==> config.mk <==
export PLATFORM = sky130hd
export DESIGN_NAME = spi_frame_writer
export DESIGN_NICKNAME = d
export VERILOG_FILES = /design/src/rtl/spi_cmd_pkg.sv /design/src/rtl/spi_frame_writer.sv
export SDC_FILE = /design/constraint.sdc
export NUM_CORES = 1
export LEC_CHECK = 0
export ABC_AREA = 1
export BUFFER_PORTS_ARGS = -buffer_cell sky130_fd_sc_hd__buf_2
export CAP_MARGIN = 20
export CORE_MARGIN = 1
export CORE_UTILIZATION = 30
export DETAILED_ROUTE_END_ITERATION = 16
export PLACE_DENSITY_LB_ADDON = 0.05
export SLEW_MARGIN = 20
export SYNTH_ARGS = -nofsm -noshare
export SYNTH_HDL_FRONTEND = slang
export SYNTH_SLANG_ARGS = --single-unit
==> constraint.sdc <==
create_clock -name clk -period 1.97 [get_ports clk]
set_input_delay 0.0985 -clock clk [delete_from_list [all_inputs] [get_ports clk]]
set_output_delay 0.0985 -clock clk [all_outputs]
set_load 0.01 [all_outputs]
==> src/rtl/spi_cmd_pkg.sv <==
// Shared command definitions for the SPI framebuffer protocol: opcode bytes
// and the parser state encoding used by spi_frame_writer.
package spi_cmd_pkg;

    localparam logic [7:0] OP_SET_ADDR = 8'h01;
    localparam logic [7:0] OP_WRITE    = 8'h02;
    localparam logic [7:0] OP_FILL     = 8'h03;
    localparam logic [7:0] OP_SWAP     = 8'h04;

    typedef enum logic [2:0] {
        ST_IDLE,
        ST_ADDR_HI,
        ST_ADDR_LO,
        ST_LEN,
        ST_DATA,
        ST_FILL_VAL,
        ST_FILLING
    } parser_state_t;

endpackage

==> src/rtl/spi_frame_writer.sv <==
// Decodes the byte stream from SPIReader into framebuffer RAM writes.
// Supports SET_ADDR, burst WRITE with auto-incrementing pointer, whole-buffer
// FILL and buffer SWAP; unknown opcodes and bytes arriving during a fill set
// a sticky error flag.
import spi_cmd_pkg::*;

module spi_frame_writer #(
    parameter int ADDR_W = 10
) (
    input  logic              clk,
    input  logic              rst,
    input  logic [7:0]        data,
    input  logic              received,
    output logic [ADDR_W-1:0] mem_addr,
    output logic [7:0]        mem_data,
    output logic              mem_we,
    output logic              swap,
    output logic              busy,
    output logic              err
);

    localparam logic [ADDR_W-1:0] ADDR_LAST = '1;

    parser_state_t     state, state_n;
    logic [ADDR_W-1:0] ptr, ptr_n;
    logic [7:0]        addr_hi, addr_hi_n;
    logic [8:0]        byte_cnt, byte_cnt_n;
    logic [ADDR_W-1:0] fill_cnt, fill_cnt_n;
    logic [ADDR_W-1:0] mem_addr_n;
    logic [7:0]        mem_data_n;
    logic              mem_we_n;
    logic              swap_n;
    logic              busy_n;
    logic              err_n;
    logic [15:0]       addr_word;

    // Full 16-bit address from the SET_ADDR payload; truncated to ADDR_W on load
    assign addr_word = {addr_hi, data};

    // State, pointer, counters and all outputs registered here; reset aborts any packet or fill
    always_ff @(posedge clk) begin
        if (!rst) begin
            state    <= ST_IDLE;
            ptr      <= '0;
            addr_hi  <= '0;
            byte_cnt <= '0;
            fill_cnt <= '0;
            mem_addr <= '0;
            mem_data <= '0;
            mem_we   <= 1'b0;
            swap     <= 1'b0;
            busy     <= 1'b0;
            err      <= 1'b0;
        end else begin
            state    <= state_n;
            ptr      <= ptr_n;
            addr_hi  <= addr_hi_n;
            byte_cnt <= byte_cnt_n;
            fill_cnt <= fill_cnt_n;
            mem_addr <= mem_addr_n;
            mem_data <= mem_data_n;
            mem_we   <= mem_we_n;
            swap     <= swap_n;
            busy     <= busy_n;
            err      <= err_n;
        end
    end

    // Next-state and next-output logic; every state except FILLING waits for a received strobe
    always_comb begin
        state_n    = state;
        ptr_n      = ptr;
        addr_hi_n  = addr_hi;
        byte_cnt_n = byte_cnt;
        fill_cnt_n = fill_cnt;
        mem_addr_n = mem_addr;
        mem_data_n = mem_data;
        mem_we_n   = 1'b0;
        swap_n     = 1'b0;
        busy_n     = busy;
        err_n      = err;

        case (state)
            ST_IDLE: begin
                if (received) begin
                    case (data)
                        OP_SET_ADDR: state_n = ST_ADDR_HI;
                        OP_WRITE:    state_n = ST_LEN;
                        OP_FILL:     state_n = ST_FILL_VAL;
                        OP_SWAP:     swap_n  = 1'b1;
                        default:     err_n   = 1'b1;
                    endcase
                end
            end

            ST_ADDR_HI: begin
                if (received) begin
                    addr_hi_n = data;
                    state_n   = ST_ADDR_LO;
                end
            end

            ST_ADDR_LO: begin
                if (received) begin
                    ptr_n   = ADDR_W'(addr_word);
                    state_n = ST_IDLE;
                end
            end

            ST_LEN: begin
                if (received) begin
                    byte_cnt_n = (data == 8'd0) ? 9'd256 : {1'b0, data};
                    state_n    = ST_DATA;
                end
            end

            ST_DATA: begin
                if (received) begin
                    mem_we_n   = 1'b1;
                    mem_addr_n = ptr;
                    mem_data_n = data;
                    ptr_n      = ptr + ADDR_W'(1);
                    byte_cnt_n = byte_cnt - 9'd1;
                    if (byte_cnt == 9'd1) begin
                        state_n = ST_IDLE;
                    end
                end
            end

            ST_FILL_VAL: begin
                if (received) begin
                    state_n    = ST_FILLING;
                    busy_n     = 1'b1;
                    mem_we_n   = 1'b1;
                    mem_addr_n = '0;
                    mem_data_n = data;
                    fill_cnt_n = '0;
                end
            end

            ST_FILLING: begin
                if (received) begin
                    err_n = 1'b1;
                end
                if (fill_cnt == ADDR_LAST) begin
                    state_n = ST_IDLE;
                    busy_n  = 1'b0;
                end else begin
                    fill_cnt_n = fill_cnt + ADDR_W'(1);
                    mem_addr_n = fill_cnt + ADDR_W'(1);
                    mem_we_n   = 1'b1;
                end
            end

            default: begin
                state_n = ST_IDLE;
                busy_n  = 1'b0;
            end
        endcase
    end

endmodule

* After elaboration in Yosys (flattened, before gate mapping)
Index checks and enable logic that the tools add are counted.
Widths: inputs -> output; s select.
** Operators by class
- Div/mod/pow operators :: 0
- Shifts and indexed selects :: 0
- Muxes and demuxes :: 32
- Eq/ne operators :: 24
- Reduce and logical (&&, ||, !) cells :: 20
- Order comparisons :: 0
- Bitwise gates (word level) :: 1
- Multiply operators :: 0
- $add $sub $neg :: 3
** Operators with widths (number)
- $mux 10 :: 5
- $pmux 10 s2 :: 2
- $pmux 10 s3 :: 1
- $mux 9 :: 3
- $mux 3 :: 8
- $ne 2x2->1 const B :: 11
- $pmux 3 s7 :: 1
- $add 10x1->10 const B :: 2
- $pmux 9 s2 :: 1
- $eq 8x2->1 const B :: 2
- $reduce_and 3->1 :: 5
- $eq 10x10->1 const B :: 1
- $eq 3x3->1 const B :: 3
- $eq 9x1->1 const B :: 1
- $pmux 3 s3 :: 1
- $reduce_and 9->1 :: 1
- $sub 9x1->9 const B :: 1
- $eq 8x1->1 const B :: 1
- $eq 8x3->1 const B :: 1
- $logic_not 8->1 :: 1
- $reduce_and 4->1 :: 2
- $reduce_bool 2->1 :: 4
- $mux 1 :: 7
- $eq 3x2->1 const B :: 2
- other kinds (11) :: 13
** Storage, ports and cells
- Output and inout bits :: 22
- Word-level logic and storage cells :: 91
- Memory bits (writable) :: 0
- Input bits :: 11
- Latch bits :: 0
- Register bits :: 56
- Memories kept :: 0
- Bits in read-only memories :: 0

* Depth between registers and ports, before layout
Gate-level depths: netlist of run 1.
- Word-level depth :: 5
- Depth in mapped cells :: 11
- Depth with buffers taken out :: 10

* Worst setup path after synthesis of run 1
Ideal clock, no wire load.
- Kind :: register to register
- Start point :: register fill_cnt[0]
- End point :: register fill_cnt[7]
- Required time :: 1857 ps
- Buffers on the path :: 1
- Data arrival time :: 1402 ps
- Stages on the path, launching flop included :: 12
- Setup slack :: 455 ps
- Cell sequence :: dfxtp_1 -> ha_1 -> nand2_2 -> nor2_4 -> nand4_1 -> nand2_4 -> nand2_4 -> nand2_2 -> buf_6 -> nand2_1 -> nand2_1 -> nor2_1
** On the way
- Longest elaborated chain between the ends :: 3
- Elaborated cells on any way between the ends :: 6
** Ends and longest elaborated chain
- start: declaration :: line spi_frame_writer.sv:28 : logic [ADDR_W-1:0] fill_cnt, fill_cnt_n;
- start signal: assignment :: line spi_frame_writer.sv:59 : fill_cnt <= fill_cnt_n;
- $add 10x1->10 / $eq 10x10->1 (equally long branches) :: line spi_frame_writer.sv:149, spi_frame_writer.sv:145
- $mux 10 / $ne 2x2->1 (equally long branches)
- $pmux 10 s2 / $reduce_and 3->1 (equally long branches)
Several ways; a longest one is shown, not always the timed one. The select of a mux whose other input is x is not followed.
A chain may end at the register's enable or synchronous reset.

* Worst setup path in the final report of run 1
- Start point :: register fill_cnt[0]
- End point :: register fill_cnt[0]
The elaborated chain is that of the path after synthesis.

==> out/results.md, run 1 <==
| Quantity | Value | Unit |
|---|---|---|
| Area Overhead vs Synth | 14.2 | % |
| Post-synthesis instance total | 459 | - |
| CTS sink count | 56 | - |
| Setup repair after global routing missed its margin | no | - |
| Post-synthesis simple-gate area fraction | 31.8 | % |
| Max-Cap Viols | 0 | - |
| Starting DRC count in detailed routing | 81 | - |
| Wire length per cell | 13.5 | microns |
| # H-tree levels | 2 | - |
| Die Span X | 102 | microns |
| Weighted congestion reported at the end of routability-driven placement | 0.819 | - |
| M1 wire length | 4120 | microns |
| Number of nets in the synthesized netlist | 474 | - |
| DR WL met3 | 256 | microns |
| Maximum number of buffers from clock root to sink | 2 | - |
| Via/cell ratio | 4.76 | - |
| Worst Clk Skew | 0.00968 | ns |
| Total grt overflow | 0 | - |
| Hold violation count in the final report | 0 | - |
| Multiplexer share of the synthesized area | 0 | % |
| Place WS | 0.170 | ns |
| Maximum clock rate | 578 | MHz |
| Complex-gate fraction of the synthesized area | 19.1 | % |
| Crit share post-route | 87.9 | % |
| Half-perimeter wire length after placement | 6390 | microns |
| Warning count from the yosys run | 0 | - |
| Total iterations of the first detailed-routing run | 5 | - |
| Area of the die | 10500 | sq um |
| Count of buffers inserted at the top-level ports | 32 | - |
| Boundary Pins | 33 | - |
| Arrival time worst endpoint | 1.94 | ns |
| Synth Area in Adders | 1.66 | % |
| Effective utilization at floorplan | 30.9 | % |
| Worst vdd ir | 0.000289 | V |
| Die height | 102 | microns |
| Number of hold-repair buffers added at the cts stage | 0 | - |
| Initial antenna violation count | 0 | - |
| Clk Latency, worst-skew pair | 0.31 | ns |
| Diodes inserted | 0 | - |
| Classification of the worst-slack hold path | in -> reg | - |
| Average footprint of a synthesized cell | 6.58 | sq um |
| CP max FO | 11 | - |
| Clock-pin slew on the worst setup and hold paths | 0.11 | ns |
| Post-CTS setup-driven buffer insertion count | 0 | - |
| Clock tree from TritonCTS | built | - |
| Count of state elements after synthesis | 56 | - |
| Headroom to the max-slew limit | 63.9 | % |
| Count of unresolved DRC violations after routing | 0 | - |
| Required time of the critical path | 2.18 | ns |
| Max-slew violations | 0 | - |
| Critical path startpoint category | flip-flop | - |
| Pin count of the biggest net entering global routing | 26 | - |
| Main area contributors after synthesis | sky130_fd_sc_hd__dfxtp_1, sky130_fd_sc_hd__nand2_1, sky130_fd_sc_hd__nor2_1 | - |
| Netlist Area Pre-Place | 3020 | sq um |
| Dominant combinational cell family by area after synthesis | simple AND/OR/NAND/NOR gates | - |
| Total placed instance area | 3340 | sq um |
| Transition at the pin with the smallest max-transition slack | 0.541 | ns |
| Dominant cell type by area after synthesis | sky130_fd_sc_hd__dfxtp_1 | - |
| Wirelength, routed | 8500 | microns |
| Post-route cell area | 3450 | sq um |
| Overall fraction of global-route tracks in use | 17.1 | % |
| Synth top area share | 37.1 | % |
| Clock tree root driver cell | sky130_fd_sc_hd__clkbuf_8 | - |
| Run status | finished, final reports clean | - |
| Vias after detailed routing | 2987 | - |
| Power density relative to cell area | 739 | nW/um^2 |
| Final setup margin | 0.239 | ns |
| Met2 wire length | 4080 | microns |
| Net total in the final layout | 508 | - |
| Final core utilization | 35.3 | % |
| Uppermost layer routed | met4 | - |
| Global-route wire length before repair | 13700 | microns |
| Vias in the first global route | 2706 | - |
| Placeable core region | 9770 | sq um |
| Final period demand of the worst path | 1.73 | ns |
| Number of buffers inserted during clock tree synthesis | 5 | - |
| CP Capture Type | flip-flop | - |
| Share of synthesized area occupied by flip-flops and latches | 37.1 | % |
| Fraction of synthesized cell area in xor and xnor cells | 0.580 | % |
| Endpoints failing setup | 0 | - |
| Worst Setup Path Type | reg -> reg | - |
| Worst Hold Margin | 0.0588 | ns |
| Number of distinct library cell variants in the gate-level netlist after synthesis | 30 | - |
| Internal reg-to-reg setup slack | 0.24 | ns |
| Final-layout setup total negative slack | 0 | ns |
| Share of layout cells above drive strength 1 | 14.6 | % |
| Leakage dissipation | 1.60 | nW |
| DRT antenna net count | 0 | - |
| Row Count | 36 | - |
## per-layer routing
metal,vias to the layer above,GRT usage (%)
li1,1545,-
met1,1379,22.5
met2,57,30.0
met3,6,2.39
met4,0,2.97
met5,-,0
## power breakdown
part           internal [mW]  switching (mW)  leakage [nW]  total (mW)
clock network          0.379           0.393        0.0552       0.772
registers               1.20          0.0572         0.453        1.26
logic                  0.173           0.344          1.09       0.517
total                   1.75           0.794          1.60        2.55
## cell type report
type                    instances  area [sq um]
multi-input cells             330          1610
inverters                      61           231
flip-flops and latches         56          1120
clock inverters                 2          35.0
well taps                     133           166
repair buffers                 39           213
clock buffers                   6          72.6
fillers                      1103          6320
## path summary, 6_finish.rpt
check,start,to,cells after the start
worst min register to register,err$_SDFFE_PN0P_,err$_SDFFE_PN0P_,2
worst min-delay path,data[3],mem_data[3]$_SDFFE_PN0P_,3
worst max-delay path,fill_cnt[0]$_SDFFE_PN0P_,fill_cnt[0]$_SDFFE_PN0P_,10
worst max register to register,fill_cnt[0]$_SDFFE_PN0P_,fill_cnt[0]$_SDFFE_PN0P_,10
## cells in the final DEF, fill, tap and decap left out, drive strengths merged
cell,count
clkinv,1
nor2,81
a21oi,40
nor3,6
ha,4
nand3,30
a21o,1
bufinv,1
clkbuf,6
nand2,94
buf,39
a31oi,5
xor2,2
or2,2
inv,61
o211ai,2
o21ai,57
nand4,6
dfxtp,56
## cells in the mapped netlist, drive strengths merged
cell type and n:
nand2 94, clkbuf 5, o21ai 57, or2 2, a21o 1, nand4 6, o211ai 2, dfxtp 56
inv 61, a31oi 5, buf 7, a21oi 40, nor3 6, nand3 30, ha 4, nor2 81
xor2 2
## state kept, by name (all words and copies together), names as in the netlist
register  cells
byte_cnt      9
mem_we        1
ptr          10
fill_cnt     10
mem_addr     10
busy          1
swap          1
state         3
addr_hi       2
mem_data      8
err           1
## critical path, stage by stage (launching register included)
cell	delay, ns
sky130_fd_sc_hd__dfxtp_1	0.39
sky130_fd_sc_hd__ha_1	0.20
sky130_fd_sc_hd__nand2_2	0.10
sky130_fd_sc_hd__nor2_4	0.16
sky130_fd_sc_hd__nand4_1	0.18
sky130_fd_sc_hd__nand2_4	0.17
sky130_fd_sc_hd__nand2_4	0.08
sky130_fd_sc_hd__nand2_4	0.13
sky130_fd_sc_hd__inv_1	0.08
sky130_fd_sc_hd__nor2_1	0.09
sky130_fd_sc_hd__nor2_1	0.04
## stage by stage
stage          cells  power [mW]
2_1_floorplan    459        1.63
3_3_place_gp     619        1.81
3_5_place_dp     619        1.80
4_1_cts          627        2.59
5_1_grt          627        2.71
6_report         627        2.55
## cells by family after synthesis
family,after synthesis
fa+ha+maj,4
xor+xnor,2
buf+inv,73
simple gates,219
flops,56
compound gates,105
## timing repair
action                                 in CTS  in global routing
endpoints found under the hold margin       0                  0
resized for setup                           0                  1
setup endpoints to repair                   0                  3
(Power assumes the default switching activity.)
==> run 2: changes to the inputs <==
--- a/config.mk
+++ b/config.mk
@@ -10,9 +10,9 @@
 export CAP_MARGIN = 20
 export CORE_MARGIN = 1
 export CORE_UTILIZATION = 30
+export CTS_BUF_LIST = sky130_fd_sc_hd__clkbuf_4
 export DETAILED_ROUTE_END_ITERATION = 16
 export PLACE_DENSITY_LB_ADDON = 0.05
-export SLEW_MARGIN = 20
 export SYNTH_ARGS = -nofsm -noshare
 export SYNTH_HDL_FRONTEND = slang
 export SYNTH_SLANG_ARGS = --single-unit
==> run 2 against run 1 <==
  * Die area unchanged
  * Routed wire length increased by 0.69%
  * Highest routed layer unchanged
  * Combinational power increased by 1%
  * Largest cell class unchanged
  * Utilization increased by 0.13 points
  * Worst hold slack got worse by 0.047 ns
  * Largest power group unchanged
==> out/results.md, run 2 (synthesis gave the netlist of run 1 again) <==
| Quantity | Value | Unit |
|---|---|---|
| Run status | finished, final reports clean | - |
| Endpoints failing setup | 0 | - |
| Weighted congestion reported at the end of routability-driven placement | 0.819 | - |
| Maximum number of buffers from clock root to sink | 2 | - |
| Number of buffers inserted during clock tree synthesis | 5 | - |
| Max-slew violations | 0 | - |
| Logic gate share of total power | 21.4 | % |
| Count of unresolved DRC violations after routing | 0 | - |
| Share of layout cells above drive strength 1 | 14.7 | % |
| Seq pwr share | 51.6 | % |
| Vias in the first global route | 2734 | - |
| Highest-count cells in the layout ignoring fill and taps | sky130_fd_sc_hd__nand2_1, sky130_fd_sc_hd__nor2_1, sky130_fd_sc_hd__o21ai_0 | - |
| Worst Hold Margin | 0.0119 | ns |
| Area Overhead vs Synth | 14.6 | % |
| CTS sink count | 56 | - |
| Placeable core region | 9770 | sq um |
| Transition at the pin with the smallest max-transition slack | 0.533 | ns |
| Wirelength, routed | 8550 | microns |
| Setup repair after global routing missed its margin | no | - |
| Initial antenna violation count | 0 | - |
| Leakage dissipation | 1.60 | nW |
| Int Pwr | 1.66 | mW |
| Worst Setup Path Type | reg -> reg | - |
| Arrival time worst endpoint | 2.04 | ns |
| DRT antenna net count | 0 | - |
| Final-layout setup total negative slack | 0 | ns |
| Post-CTS setup-driven buffer insertion count | 0 | - |
| Starting DRC count in detailed routing | 83 | - |
| Half-perimeter wire length after placement | 6390 | microns |
| Most common cell after layout, fill and taps aside | sky130_fd_sc_hd__nand2_1 | - |
| CP max FO | 11 | - |
| Final core utilization | 35.4 | % |
| Clock tree root driver cell | sky130_fd_sc_hd__clkbuf_4 | - |
| Wire length per cell | 13.6 | microns |
| Switching fraction of total power | 32.0 | % |
| Crit share post-route | 88.6 | % |
| Required time of the critical path | 2.26 | ns |
| Classification of the worst-slack hold path | in -> reg | - |
| Clk Latency, worst-skew pair | 0.38 | ns |
| # H-tree levels | 2 | - |
| Share of power burned in the clock network | 27.1 | % |
| Maximum clock rate | 573 | MHz |
| Diodes inserted | 0 | - |
| Die Span X | 102 | microns |
| Overall fraction of global-route tracks in use | 17.2 | % |
| Pin count of the biggest net entering global routing | 26 | - |
| Switching power of the nets | 0.782 | mW |
| Clock tree from TritonCTS | built | - |
| Total iterations of the first detailed-routing run | 4 | - |
| Biggest registers after layout | fill_cnt: 10 flops, mem_addr: 10 flops, ptr: 10 flops | - |
| Max-Cap Viols | 0 | - |
| Row Count | 36 | - |
| CP Capture Type | flip-flop | - |
| Area of the die | 10500 | sq um |
| Worst vdd ir | 0.000259 | V |
| Hold violation count in the final report | 0 | - |
| Place WS | 0.170 | ns |
| Final period demand of the worst path | 1.74 | ns |
| Power density relative to cell area | 706 | nW/um^2 |
| Total power after layout | 2.45 | mW |
| Vias after detailed routing | 2980 | - |
| Clock-pin slew on the worst setup and hold paths | 0.17 | ns |
| Critical path startpoint category | flip-flop | - |
| Global-route wire length before repair | 13800 | microns |
| Die height | 102 | microns |
| Effective utilization at floorplan | 30.9 | % |
| Count of buffers inserted at the top-level ports | 32 | - |
| Via/cell ratio | 4.72 | - |
| Net total in the final layout | 512 | - |
| Total grt overflow | 0 | - |
| Boundary Pins | 33 | - |
| Worst Clk Skew | 0.0126 | ns |
| Headroom to the max-slew limit | 64.4 | % |
| Final setup margin | 0.225 | ns |
run 2: cell types whose count changed in the layout (fill, tap and decap cells not counted):
cell	before	now
sky130_fd_sc_hd__dlygate4sd3_1	0	4
sky130_fd_sc_hd__clkbuf_4	0	6
sky130_fd_sc_hd__clkbuf_1	1	0
sky130_fd_sc_hd__clkbuf_8	5	0
run 2: worst paths after layout:
check                                               from                        to  slack [ns]  cells after the start
worst max-delay path            fill_cnt[0]$_SDFFE_PN0P_  fill_cnt[0]$_SDFFE_PN0P_        0.23                     10
worst min-delay path                             data[4]  mem_data[4]$_SDFFE_PN0P_        0.01                      3
worst max register to register  fill_cnt[0]$_SDFFE_PN0P_  fill_cnt[0]$_SDFFE_PN0P_        0.23                     10
worst min register to register          err$_SDFFE_PN0P_          err$_SDFFE_PN0P_        0.46                      2
run 2: power groups by stage:
stage	sequential [mW]	combinational (mW)	clock, mW
after global placement	1.29	0.527	0
after detailed placement	1.28	0.521	0
final	1.26	0.522	0.662
after global routing	1.27	0.602	0.728
after floorplan	1.29	0.342	0
after CTS	1.26	0.531	0.693
run 2: metal layers:
| layer | vias up | routed length [microns] | track usage, % |
|---|---|---|---|
| met3 | 9 | 204 | 2.39 |
| met2 | 53 | 4130 | 30.4 |
| met4 | 0 | 53 | 2.97 |
| met1 | 1362 | 4160 | 22.5 |
| li1 | 1556 | - | - |
| met5 | - | 0 | 0 |
run 2: critical path: stages, from the launching register on:
cell,delay (ns)
sky130_fd_sc_hd__dfxtp_1,0.41
sky130_fd_sc_hd__ha_1,0.20
sky130_fd_sc_hd__nand2_2,0.10
sky130_fd_sc_hd__nor2_4,0.16
sky130_fd_sc_hd__nand4_1,0.18
sky130_fd_sc_hd__nand2_4,0.17
sky130_fd_sc_hd__nand2_4,0.08
sky130_fd_sc_hd__nand2_4,0.13
sky130_fd_sc_hd__inv_1,0.08
sky130_fd_sc_hd__nor2_1,0.09
sky130_fd_sc_hd__nor2_1,0.04
run 2: timing repair:
item / 4_1_cts / 5_1_grt
hold endpoints to repair: 5 / 0
resized for setup: 0 / 1
endpoints found under the setup margin: 0 / 3
hold buffers: 4 / 0
run 2: cell type report:
| type | count | area [sq um] |
|---|---|---|
| Multi-Input combinational cell | 330 | 1610 |
| Clock buffer | 6 | 45.0 |
| Inverter | 61 | 231 |
| Sequential cell | 56 | 1120 |
| Timing Repair Buffer | 43 | 253 |
| Tap cell | 133 | 166 |
| Fill cell | 1108 | 6310 |
| Clock inverter | 2 | 35.0 |
run 2: through the flow:
stage	cells	cell area, sq um
floorplan	459	3020
global placement	619	3340
detailed placement	619	3340
CTS	631	3460
global route	631	3460
finish	631	3460
==> run 3: changes to the inputs <==
--- a/config.mk
+++ b/config.mk
@@ -5,11 +5,12 @@
 export SDC_FILE = /design/constraint.sdc
 export NUM_CORES = 1
 export LEC_CHECK = 0
-export ABC_AREA = 1
 export BUFFER_PORTS_ARGS = -buffer_cell sky130_fd_sc_hd__buf_2
 export CAP_MARGIN = 20
+export CELL_PAD_IN_SITES_DETAIL_PLACEMENT = 1
+export CELL_PAD_IN_SITES_GLOBAL_PLACEMENT = 2
 export CORE_MARGIN = 1
-export CORE_UTILIZATION = 30
+export CORE_UTILIZATION = 35
 export CTS_BUF_LIST = sky130_fd_sc_hd__clkbuf_4
 export DETAILED_ROUTE_END_ITERATION = 16
 export PLACE_DENSITY_LB_ADDON = 0.05
==> run 3 against run 2 <==
  * Sequential power fell by 9.5%
  * Utilization rose by 8.5 points
  * Global-route usage rose by 5.0 points
  * Critical path depth fell by 5
  * Sequential cell count did not move
  * Sequential share of layout area fell by 1.2 points
  * Final area rose by 4.3%
  * Synthesized cell count fell by 15%
  * Largest power group unchanged
  * Highest routed layer unchanged
==> out/results.md, run 3 <==
| Quantity | Value | Unit |
|---|---|---|
| Run status | finished, final reports clean | - |
| Arrival time worst endpoint | 2.27 | ns |
| # H-tree levels | 2 | - |
| Critical path startpoint category | flip-flop | - |
| Highest-count cells in the layout ignoring fill and taps | sky130_fd_sc_hd__nand2_1, sky130_fd_sc_hd__dfxtp_1, sky130_fd_sc_hd__a21oi_1 | - |
| Effective utilization at floorplan | 36.2 | % |
| Overall fraction of global-route tracks in use | 22.2 | % |
| Half-perimeter wire length after placement | 6770 | microns |
| Main area contributors after synthesis | sky130_fd_sc_hd__dfxtp_1, sky130_fd_sc_hd__nand2_1, sky130_fd_sc_hd__a21oi_1 | - |
| Classification of the worst-slack hold path | in -> reg | - |
| Total grt overflow | 0 | - |
| Worst Hold Margin | 0.167 | ns |
| Worst Clk Skew | 0.0135 | ns |
| Area Overhead vs Synth | 21.4 | % |
| Transition at the pin with the smallest max-transition slack | 0.473 | ns |
| Crit share post-route | 97.4 | % |
| Worst Hold Path EP | err$_SDFFE_PN0P_ | - |
| Required time of the critical path | 2.33 | ns |
| Cells after DPL | 537 | - |
| Filler cell count | 1050 | - |
| Warning count from the yosys run | 0 | - |
| Hold Startpoint | rst | - |
| Average footprint of a synthesized cell | 7.59 | sq um |
| Maximum clock rate | 521 | MHz |
| Share of synthesized area occupied by flip-flops and latches | 37.7 | % |
| Area taken by multi-input logic gates | 1730 | sq um |
| Initial antenna violation count | 0 | - |
| Die Span X | 94.2 | microns |
| Final Non-Filler Cells | 553 | - |
| Vias after detailed routing | 2961 | - |
| Biggest registers after layout | fill_cnt: 10 flops, mem_addr: 10 flops, ptr: 10 flops | - |
| Post-route cell area | 3610 | sq um |
| Clock tree root driver cell | sky130_fd_sc_hd__clkbuf_4 | - |
| CTS sink count | 56 | - |
| Hold violation count in the final report | 0 | - |
| Final period demand of the worst path | 1.92 | ns |
| Worst Setup Path Type | reg -> reg | - |
| Total placed instance area | 3420 | sq um |
| Main synth FF type | sky130_fd_sc_hd__dfxtp_1 | - |
| Count of unresolved DRC violations after routing | 0 | - |
| Asr flop ratio synth | 0 | % |
| Count of state elements after synthesis | 56 | - |
| Max-slew violations | 0 | - |
| Synth top area share | 37.7 | % |
| Internal reg-to-reg setup slack | 0.05 | ns |
| Power density relative to cell area | 527 | nW/um^2 |
| Clock-pin slew on the worst setup and hold paths | 0.17 | ns |
| Wire length per cell | 16.6 | microns |
| Starting DRC count in detailed routing | 91 | - |
| Via/cell ratio | 5.35 | - |
| Min-Delay Path Depth | 3 | - |
| Dominant cell type by area after synthesis | sky130_fd_sc_hd__dfxtp_1 | - |
| Diodes inserted | 0 | - |
| Max-Cap Viols | 0 | - |
| Number of enable-type register cells in the synthesized netlist | 0 | - |
| Leading post-synthesis cells by instance count | sky130_fd_sc_hd__nand2_1, sky130_fd_sc_hd__dfxtp_1, sky130_fd_sc_hd__a21oi_1 | - |
| Sequential cell area | 1120 | sq um |
| Weighted congestion reported at the end of routability-driven placement | 0.784 | - |
| Critical register-to-register path startpoint | byte_cnt[0]$_SDFFE_PN0P_ | - |
| Vias in the first global route | 2941 | - |
| Destination of the worst register-to-register timing path | byte_cnt[7]$_SDFFE_PN0P_ | - |
| Final-layout setup total negative slack | 0 | ns |
| Area of the die | 8870 | sq um |
| CP max FO | 3 | - |
| Global-route wire length before repair | 15200 | microns |
| Post-synthesis instance total | 392 | - |
| Netlist Area Pre-Place | 2980 | sq um |
| Count of buffers inserted at the top-level ports | 32 | - |
| Endpoints failing setup | 0 | - |
| Row Count | 33 | - |
| Number of buffers inserted during clock tree synthesis | 5 | - |
| Most common cell after layout, fill and taps aside | sky130_fd_sc_hd__nand2_1 | - |
| Headroom to the max-slew limit | 68.4 | % |
| CP Capture Type | flip-flop | - |
| Placeable core region | 8220 | sq um |
| Pin count of the biggest net entering global routing | 26 | - |
| Maximum number of buffers from clock root to sink | 2 | - |
| Leakage dissipation | 1.38 | nW |
| Most used standard cell by instance count after synthesis | sky130_fd_sc_hd__nand2_1 | - |
| Number of nets in the synthesized netlist | 407 | - |
| Net total in the final layout | 462 | - |
| Wirelength, routed | 9190 | microns |
| Number of distinct library cell variants in the gate-level netlist after synthesis | 54 | - |
| Boundary Pins | 33 | - |
| Die height | 94.2 | microns |
| Length in cells of the worst reg-to-reg path | 5 | - |
| Total iterations of the first detailed-routing run | 4 | - |
| Share of layout cells above drive strength 1 | 18.3 | % |
| Worst vdd ir | 0.000204 | V |
| Setup repair after global routing missed its margin | no | - |
| Clock tree from TritonCTS | built | - |
| Clk Latency, worst-skew pair | 0.39 | ns |
| DRT antenna net count | 0 | - |
## run 3: layer usage
metal	routed length (microns)	vias up	global-route usage [%]
met1	4260	1431	27.2
met2	4690	27	40.6
met5	0	-	0
met4	74	0	5.26
li1	-	1496	-
met3	173	7	3.07
## run 3: what timing repair did
item	CTS	global route
hold buffers	8	0
endpoints found under the hold margin	8	0
resized for setup	0	6
endpoints found under the setup margin	0	15
setup buffers	0	0
## run 3: per-stage QoR
stage / power (mW) / util (%) / worst slack, ns
floorplan: 1.21 / - / 0.0909
global placement: 1.25 / 41.7 / 0.0734
detailed placement: 1.25 / 41.7 / 0.0583
CTS: 1.94 / 43.7 / 0.0377
global route: 2.00 / 43.9 / 0.00211
finish: 1.90 / 43.9 / 0.0513
## run 3: worst max-delay path by stage
stage	start	endpoint	slack, ns
global placement	byte_cnt[1]$_SDFFE_PN0P_	byte_cnt[7]$_SDFFE_PN0P_	0.07
CTS	fill_cnt[1]$_SDFFE_PN0P_	mem_addr[2]$_SDFFE_PN0P_	0.04
global route	byte_cnt[0]$_SDFFE_PN0P_	byte_cnt[7]$_SDFFE_PN0P_	0.002
detailed placement	byte_cnt[1]$_SDFFE_PN0P_	byte_cnt[7]$_SDFFE_PN0P_	0.06
finish	byte_cnt[0]$_SDFFE_PN0P_	byte_cnt[7]$_SDFFE_PN0P_	0.05
floorplan	byte_cnt[0]$_SDFFE_PN0P_	byte_cnt[7]$_SDFFE_PN0P_	0.09
## run 3: report_power, final
group,switching (mW),internal [mW]
Sequential,0.00148,1.14
Clock,0.382,0.287
Combinational,0.0590,0.0383
Total,0.442,1.46
## run 3: cell type report
class,instances,area share [%]
Multi-Input combinational cell,300,47.8
Inverter,10,1.04
Sequential cell,56,31.2
Timing Repair Buffer,74,14.1
Tap cell,105,3.64
Clock inverter,2,1.07
Clock buffer,6,1.25
## run 3: critical path: stages, from the launching register on
cell and delay (ns):
sky130_fd_sc_hd__dfxtp_2 0.35, sky130_fd_sc_hd__or4_4 0.54, sky130_fd_sc_hd__or4_4 0.42, sky130_fd_sc_hd__or3_1 0.31
sky130_fd_sc_hd__a21oi_1 0.14, sky130_fd_sc_hd__o21a_1 0.13
## run 3: kinds of logic (layout without fill, tap and decap cells)
kind of cell,after synthesis,after routing,share of synthesized area [%]
buffers and inverters,36,92,4.96
AOI/OAI and AO/OA,117,117,23.8
and+or+nand+nor,164,164,27.3
muxes,4,4,1.35
DFF,56,56,37.7
adders and majority gates,4,4,1.68
xor gates and xnor gates,11,11,3.24
